`src/rtl/bluetooth_uart_rx.sv`:
```
// UART receiver (8N1, or 8E1 when BT_UART_PARITY_EN is defined) feeding a byte FIFO.
// Presents the head byte and status flags as one 32-bit word for the read mux.
module bluetooth_uart_rx #(
  parameter int CLK_FREQ   = 100000000,
  parameter int BAUD       = 9600,
  parameter int FIFO_DEPTH = 8
) (
  input  logic        CLK,
  input  logic        RST_N,
  input  logic        RX,
  input  logic        POP,
  output logic [31:0] BLUETOOTH_OUT,
  output logic        RX_IRQ
);

  localparam int          CLKS_PER_BIT = CLK_FREQ / BAUD;
  localparam int          PW           = $clog2(FIFO_DEPTH);
  localparam logic [31:0] BIT_LAST     = 32'(CLKS_PER_BIT - 1);
  localparam logic [31:0] HALF_LAST    = 32'((CLKS_PER_BIT / 2) - 1);
  localparam logic [3:0]  DEPTH_C      = 4'(FIFO_DEPTH);

  typedef enum logic [2:0] {
    ST_IDLE   = 3'd0,
    ST_START  = 3'd1,
    ST_DATA   = 3'd2,
    ST_PARITY = 3'd3,
    ST_STOP   = 3'd4
  } state_t;

  logic          rx_meta_r, rx_sync_r;
  state_t        state_r, next_state_s;
  logic [31:0]   cnt_r;
  logic [2:0]    bit_idx_r;
  logic [7:0]    shift_r;
  logic          cnt_clr_s, shift_en_s, par_en_s;
  logic          push_s, ferr_set_s, perr_set_s, par_err_s;
  logic [7:0]    mem_r [FIFO_DEPTH];
  logic [PW-1:0] wr_ptr_r, rd_ptr_r;
  logic [3:0]    count_r;
  logic          ovr_r, ferr_r, perr_r;
  logic          pop_ok_s, full_s, push_ok_s, ovr_set_s;
  logic [7:0]    head_s;

`ifdef BT_UART_PARITY_EN
  logic par_err_r;

  function automatic logic even_parity(input logic [7:0] d);
    return ^d;
  endfunction

  // Latch the parity verdict so STOP can discard the byte.
  always_ff @(posedge CLK or negedge RST_N) begin
    if (!RST_N) begin
      par_err_r <= 1'b0;
    end else if (par_en_s) begin
      par_err_r <= rx_sync_r ^ even_parity(shift_r);
    end else begin
      par_err_r <= par_err_r;
    end
  end
  assign par_err_s = par_err_r;
`else
  assign par_err_s = 1'b0;
`endif

  // Two-flop synchronizer; idle-high reset value avoids a spurious start.
  always_ff @(posedge CLK or negedge RST_N) begin
    if (!RST_N) begin
      rx_meta_r <= 1'b1;
      rx_sync_r <= 1'b1;
    end else begin
      rx_meta_r <= RX;
      rx_sync_r <= rx_meta_r;
    end
  end

  // Receive FSM state register.
  always_ff @(posedge CLK or negedge RST_N) begin
    if (!RST_N) begin
      state_r <= ST_IDLE;
    end else begin
      state_r <= next_state_s;
    end
  end

  // Next-state logic and per-sample strobes.
  always_comb begin
    next_state_s = state_r;
    cnt_clr_s    = 1'b0;
    shift_en_s   = 1'b0;
    par_en_s     = 1'b0;
    push_s       = 1'b0;
    ferr_set_s   = 1'b0;
    perr_set_s   = 1'b0;
    case (state_r)
      ST_IDLE: begin
        cnt_clr_s = 1'b1;
        if (!rx_sync_r) next_state_s = ST_START;
        else            next_state_s = ST_IDLE;
      end
      ST_START: begin
        if (cnt_r == HALF_LAST) begin
          cnt_clr_s = 1'b1;
          if (rx_sync_r) next_state_s = ST_IDLE;
          else           next_state_s = ST_DATA;
        end else begin
          next_state_s = ST_START;
        end
      end
      ST_DATA: begin
        if (cnt_r == BIT_LAST) begin
          cnt_clr_s  = 1'b1;
          shift_en_s = 1'b1;
          if (bit_idx_r == 3'd7) begin
`ifdef BT_UART_PARITY_EN
            next_state_s = ST_PARITY;
`else
            next_state_s = ST_STOP;
`endif
          end else begin
            next_state_s = ST_DATA;
          end
        end else begin
          next_state_s = ST_DATA;
        end
      end
      ST_PARITY: begin
`ifdef BT_UART_PARITY_EN
        if (cnt_r == BIT_LAST) begin
          cnt_clr_s    = 1'b1;
          par_en_s     = 1'b1;
          next_state_s = ST_STOP;
        end else begin
          next_state_s = ST_PARITY;
        end
`else
        next_state_s = ST_IDLE;
`endif
      end
      ST_STOP: begin
        if (cnt_r == BIT_LAST) begin
          cnt_clr_s    = 1'b1;
          next_state_s = ST_IDLE;
          push_s       = rx_sync_r & ~par_err_s;
          ferr_set_s   = ~rx_sync_r;
          perr_set_s   = par_err_s;
        end else begin
          next_state_s = ST_STOP;
        end
      end
      default: next_state_s = ST_IDLE;
    endcase
  end

  // Baud counter, bit index and LSB-first shift register.
  always_ff @(posedge CLK or negedge RST_N) begin
    if (!RST_N) begin
      cnt_r     <= 32'd0;
      bit_idx_r <= 3'd0;
      shift_r   <= 8'h00;
    end else begin
      cnt_r <= cnt_clr_s ? 32'd0 : cnt_r + 32'd1;
      if (state_r == ST_IDLE) bit_idx_r <= 3'd0;
      else if (shift_en_s)    bit_idx_r <= bit_idx_r + 3'd1;
      else                    bit_idx_r <= bit_idx_r;
      if (shift_en_s) shift_r <= {rx_sync_r, shift_r[7:1]};
      else            shift_r <= shift_r;
    end
  end

  assign pop_ok_s  = POP && (count_r != 4'd0);
  assign full_s    = (count_r == DEPTH_C);
  assign push_ok_s = push_s && (!full_s || pop_ok_s);
  assign ovr_set_s = push_s && full_s && !pop_ok_s;

  // FIFO storage, pointers and occupancy.
  always_ff @(posedge CLK or negedge RST_N) begin
    if (!RST_N) begin
      for (int i = 0; i < FIFO_DEPTH; i++) mem_r[i] <= 8'h00;
      wr_ptr_r <= '0;
      rd_ptr_r <= '0;
      count_r  <= 4'd0;
    end else begin
      if (push_ok_s) begin
        mem_r[wr_ptr_r] <= shift_r;
        wr_ptr_r        <= wr_ptr_r + 1'b1;
      end
      if (pop_ok_s) rd_ptr_r <= rd_ptr_r + 1'b1;
      case ({push_ok_s, pop_ok_s})
        2'b10:   count_r <= count_r + 4'd1;
        2'b01:   count_r <= count_r - 4'd1;
        default: count_r <= count_r;
      endcase
    end
  end

  // Sticky error flags: any POP clears them, a same-cycle set wins.
  always_ff @(posedge CLK or negedge RST_N) begin
    if (!RST_N) begin
      ovr_r  <= 1'b0;
      ferr_r <= 1'b0;
      perr_r <= 1'b0;
    end else begin
      ovr_r  <= ovr_set_s  | (ovr_r  & ~POP);
      ferr_r <= ferr_set_s | (ferr_r & ~POP);
      perr_r <= perr_set_s | (perr_r & ~POP);
    end
  end

  // Status word assembled from registered state.
  always_comb begin
    if (count_r != 4'd0) head_s = mem_r[rd_ptr_r];
    else                 head_s = 8'h00;
    BLUETOOTH_OUT = {16'h0000, count_r, perr_r, ferr_r, ovr_r, (count_r != 4'd0), head_s};
  end

  assign RX_IRQ = (count_r != 4'd0);

endmodule

```
`config.mk`:
```
export PLATFORM = sky130hd
export DESIGN_NAME = bluetooth_uart_rx
export DESIGN_NICKNAME = d
export VERILOG_FILES = /design/src/rtl/bluetooth_uart_rx.sv
export SDC_FILE = /design/constraint.sdc
export NUM_CORES = 1
export LEC_CHECK = 0
export ABC_AREA = 1
export CAP_MARGIN = 20
export CORE_ASPECT_RATIO = 1.4
export CORE_UTILIZATION = 60
export DETAILED_ROUTE_END_ITERATION = 7
export PLACE_DENSITY = 0.78
export SYNTH_ARGS = -nofsm -noshare
export SYNTH_HDL_FRONTEND = slang
export SYNTH_SLANG_ARGS = --single-unit
export TNS_END_PERCENT = 5
```
`constraint.sdc`:
```
create_clock -name CLK -period 3.2 [get_ports CLK]
set_input_delay 0.96 -clock CLK [delete_from_list [all_inputs] [get_ports CLK]]
set_output_delay 0.96 -clock CLK [all_outputs]
set_load 0.005 [all_outputs]
```
### Word-level counts from Yosys, hierarchy flattened

Index checks and enable logic that the tools add are counted.

* order comparisons: 3
* shift-type cells: 0
* bitwise logic cells: 9
* $mul: 0
* div/mod/pow operators: 0
* eq/ne operators: 9
* reduce and logical (&&, ||, !) cells: 13
* mux-type cells: 26
* $add $sub $neg: 6

Operator list (number)
* 64-bit bitwise mux: 1
* 32-bit by 1-bit adder with 32-bit output (second input constant): 1
* 32-bit by 13-bit equality test with 1-bit output (second input constant): 1
* 32-bit by 14-bit equality test with 1-bit output (second input constant): 1
* 32-bit two-way mux: 1
* 8-bit two-way mux: 4
* 8-bit binary-select mux with 3-bit select: 1
* 8-bit demux with 3-bit select: 1
* 3-bit two-way mux: 6
* 3-bit one-hot mux with 4 select lines: 1
* 3-bit by 1-bit adder with 3-bit output (second input constant): 3
* 4-bit >= comparator (second input constant): 2
* 1-bit two-way mux: 8
* 3-bit NOT with 4-bit output: 2
* 4-bit one-hot mux with 2 select lines: 1
* 3-bit equality test (second input constant): 2
* 1-bit logical AND: 5
* 4-bit by 1-bit adder with 4-bit output (second input constant): 1
* 4-bit equality test (second input constant): 1
* 4-bit by 1-bit < comparator with 1-bit output (second input constant): 1
* 2-bit nonzero test: 2
* 4-bit nonzero test: 1
* 4-bit by 1-bit subtractor with 4-bit output (second input constant): 1
* 1-bit AND: 3
* 12 further kinds: 15

* ROM bits: 0
* memory bits (writable): 0
* word-level logic and storage cells: 86
* input bits: 4
* bits in latches: 0
* memories: 0
* register bits after elaboration: 125

### Longest topological paths before layout

* word-level depth: 6
* depth in mapped cells: 19
* depth with buffers taken out: 17

### Least setup slack after synthesis

Ideal clock, no wire load.

* path kind: input port to flip-flop
* from: input POP
* to: register count_r[1]
* slack: 0.512 ns
* setup time: 0.125 ns
* required time: 3.075 ns
* data arrival time: 2.563 ns
* path buffers: 2
* stages on the path: 13
* cells stage by stage: inv_1 > nand3_1 > inv_1 > nor2_4 > buf_12 > buf_8 > inv_1 > ha_1 > nand2_1 > inv_1 > nor2_1 > ha_1 > mux2_2

* longest elaborated chain between the ends: 5

RTL lines
* from (decl): RTL line 11 `input logic POP,`
* 1-bit logical AND *: RTL line 171 `assign pop_ok_s = POP && (count_r != 4'd0);`
* 1-bit logical OR: RTL line 173 `assign push_ok_s = push_s && (!full_s || pop_ok_s);`
* 1-bit logical AND: RTL line 173
* 2-bit by 1-bit equality test with 1-bit output / 2-bit equality test (equally long branches): RTL line 189 `case ({push_ok_s, pop_ok_s})`
* 4-bit one-hot mux with 2 select lines / 2-bit nonzero test (equally long branches)
* to (signal assigned): RTL line 190 `2'b10: count_r <= count_r + 4'd1;`
* to (signal assigned): RTL line 191 `2'b01: count_r <= count_r - 4'd1;`
* to (signal assigned): RTL line 192 `default: count_r <= count_r;`
* to (decl): RTL line 39 `logic [3:0] count_r;`

Mark *: on every way between the ends. The rest lies on a longest branch, timed or not.
A chain may end at the register's enable or synchronous reset.

### Worst setup path in the final report

* from: register rd_ptr_r[0]
* to: output BLUETOOTH_OUT[6]

* longest elaborated chain between the ends: 5

RTL lines
* from (decl): RTL line 38 `logic [PW-1:0] wr_ptr_r, rd_ptr_r;`
* from (signal assigned): RTL line 188 `if (pop_ok_s) rd_ptr_r <= rd_ptr_r + 1'b1;`
* 3-bit NOT with 4-bit output (not written as such): RTL line 212 `if (count_r != 4'd0) head_s = mem_r[rd_ptr_r];`
* 8-bit binary-select mux with 3-bit select: RTL line 212
* 8-bit two-way mux (not written as such) (2 in a row): RTL line 212
* 8-bit two-way mux: RTL line 212
* to (decl): RTL line 12 `output logic [31:0] BLUETOOTH_OUT,`

Every way passes these cells. The select of a mux whose other input is x is not followed.

==> flow_summary_export.csv <==
group,metric,value,unit
finish,num-fill-cells,846,
critical_path,worstPathMaxFanout,20,
yosys,async_reset_ff_share,100,%
sta,slew_headroom,41.7,%
floorplanning,die_y,127,um
finish,multi_input_area,3120,sq um
floorplanning,start_util,61.8,%
clock_network,root_buffer,"clkbuf_16",
route,ant_nets,0,
yosys,synth_cells,847,
sta,final_hold_viol_count,0,
critical_path,r2r-start,"cnt_r[0]",
finish,antenna_cells,0,
critical_path,cp_data_arrival_time,2.20,ns
critical_path,r2r_slack,0.72,ns
worst_hold_path,hold_depth,0,
flow_run,max_cap_viol_count,0,
finish,seqCellArea,3130,sq um
status,run_status,"finished, final reports clean",
clock_network,clockBufferDepth,2,
route,wl_per_cell,15.9,um
route,vias_per_cell,5.71,
pwr,p_per_area,639,nW/um^2
route,drt-initial-drc-count,532,
yosys,synth.ff_latch_count,125,
floorplanning,core,10900,sq um
clock_network,worstSkewPairLatency,0.42,ns
sta,setup_viol,0,
global_route,grtUsageTotal,29.3,%
worst_hold_path,hp-start,"rx_meta_r",
critical_path,critical_path_class,"register to output pin",
critical_path,cp_cell_sequence,"inv_1 -> buf_6 -> buf_4 -> nor2_1 -> o32ai_2 -> nor2_1 -> nor2_1 -> clkdlybuf4s50_1",
yosys,synth_top_cell_area_share,45.8,%
floorplanning,ioPinCount,37,
placed_design,gp_congestion,0.938,
critical_path,max_stage_delay,0.51,ns
yosys,yosysUniqueCellTypes,37,
sta,final_max_slew_viol_count,0,
sta,fin_tns_setup,0,ns
critical_path,end_kind,"output pin",
placed_design,port_buffers,20,
route,vias,5753,
sta,min_period,3.16,ns
route,drc_errors,0,
global_route,grt_max_degree,78,
yosys,netlist_area,6720,sq um
global_route,grt_pass1_wl,26600,um
clock_network,cts_sinks,125,
yosys,yosys_warnings,0,
placed_design,hpwlAfterDp,10800,um
clock_network,clk_pin_slew,0.06,ns
floorplanning,die_w,91.4,um
yosys,synth.area.top_cells,"dfrtp_1, nand2_1, nor2_1, nand4_1, xor2_1",
critical_path,required,2.24,ns
yosys,yosysSeqAreaShare,46.6,%
floorplanning,dieArea,11600,sq um
worst_hold_path,min_path_type,"register to register",
sta,period_share,98.8,%
route,detail_route.first_pass.iterations,5,
global_route,grt-ovfl-total,0,
yosys,ys.flop_type,"dfrtp_1",
pwr,peakVddDrop,0.000382,V
global_route,antenna_found_initial,0,
placed_design,place_area,6900,sq um
finish,post-route-util,69.3,%
yosys,synth_area_leader_cell,"dfrtp_1",
finish,final_layout_size_suffix_gt1_share,9.12,%
sta,rsz0062_at_grt,"true",
critical_path,worst_path_most_repeated_cell,"nor2_1",
finish,fin_nets,866,
critical_path,ff2ff_path_depth,14,
finish,design_area,7540,sq um
clock_network,holdBufCountCts,0,
clock_network,htree_levels,4,
yosys,synth-edff-count,0,
sta,skew,0.00682,ns
critical_path,crit_path_start_kind,"register",
critical_path,slowest_stage,"clkdlybuf4s50_1",
finish,layout_common_cells,"nand2_1, nor2_1, dfrtp_1, nand4_1, inv_1",
finish,final_common_cell,"nand2_1",
sta,tightest_slew,0.873,ns
global_route,first_global_vias,5722,
route,wl,16000,um
sta,max_freq,316,MHz
clock_network,numCtsBuffers,17,
yosys,syn_area_per_cell,7.93,sq um
critical_path,r2r_end,"count_r[1]",
finish,syn_to_final_growth,12.2,%
floorplanning,num_rows,45,
clock_network,cts_tree,"yes",
worst_hold_path,worstHoldEndpoint,"rx_sync_r",
pwr,p_leak,0.00364,uW
==> worst max-delay path, delay by kind of cell, from the launching register on <==
kind | cells | cell delay, ns
buf+inv | 4 | 0.95
flops | 1 | 0.40
simple gates | 3 | 0.22
compound gates | 1 | 0.22
==> metrics by stage <==
step                      power, uW  cells  worst slack, ns  hold slack [ns]
after floorplan                2430    862            0.512            0.345
after global placement         2900    976            0.269            0.347
after detailed placement       2940    976            0.217            0.351
after CTS                      4740   1007          -0.0227            0.361
after global routing           5040   1007          -0.0874            0.363
final                          4810   1007           0.0370            0.358
==> synthesized netlist by cell type (2+ instances only) <==
cell and instances:
nand2_1 216, nor2_1 153, dfrtp_1 123, nand4_1 67
inv_1 49, o21ai_0 36, nand3_1 29, clkbuf_1 28
xor2_1 26, buf_4 20, nor3_1 17, o32ai_1 16
ha_1 8, inv_2 7, buf_8 6, xnor2_1 6
a21oi_1 5, buf_2 5, nand3_4 4, buf_1 3
nor2_2 3, dfstp_2 2, mux2_2 2, nand2_2 2
or2_2 2
==> logic make-up after synthesis <==
group / Yosys count / share of synthesized area, %
mux: 2 / 0.335
fa+ha+maj: 8 / 1.49
xor+xnor: 32 / 4.17
flops: 125 / 46.6
buf+inv: 120 / 9.16
simple gates: 499 / 32.7
compound gates: 60 / 5.48
other cells: 1 / 0.0558
==> layer usage <==
metal  part of all wire (%)  GRT usage [%]
met3                    4.8           5.95
met2                     52           50.5
met1                     39           33.5
met5                      0              0
met4                    4.5           17.4
==> repair_timing <==
action / 4_1_cts / 5_1_grt
hold endpoints to repair: 0 / 0
buffers inserted: 0 / 0
pin swaps: 0 / 1
setup endpoints to repair: 8 / 8
resized for setup: 8 / 9
==> worst max-delay path by stage <==
stage,slack [ns],startpoint,depth (start not counted),to
after CTS,-0.02,rd_ptr_r[0],7,BLUETOOTH_OUT[3]
after global placement,0.27,POP,12,count_r[1]
after detailed placement,0.22,POP,12,count_r[1]
final,0.04,rd_ptr_r[0],8,BLUETOOTH_OUT[6]
after floorplan,0.51,POP,13,count_r[1]
after global routing,-0.09,rd_ptr_r[0],8,BLUETOOTH_OUT[6]
==> state kept, by name (all words and copies together) (netlist names), 3 cells and up <==
register and cells:
mem_r 64, cnt_r 32, rd_ptr_r 3, wr_ptr_r 3, count_r 4, bit_idx_r 3, state_r 3, shift_r 8
==> final cells by class <==
class                      count  area share [%]
clock buffer                  24            6.13
clock inverter                 7           0.880
inverter                      57            2.84
multi-input combinational    617            41.4
sequential                   125            41.5
tap                          141            2.34
timing repair buffer          36            4.85
==> report_power, final <==
part / switching, uW / internal [uW] / leakage, uW
combinational: 727 / 647 / 0.00167
sequential: 73.3 / 1630 / 0.00171
clock: 657 / 1080 / 0.000258
total: 1460 / 3360 / 0.00364
Note: power is estimated with default switching activity, not from simulation.
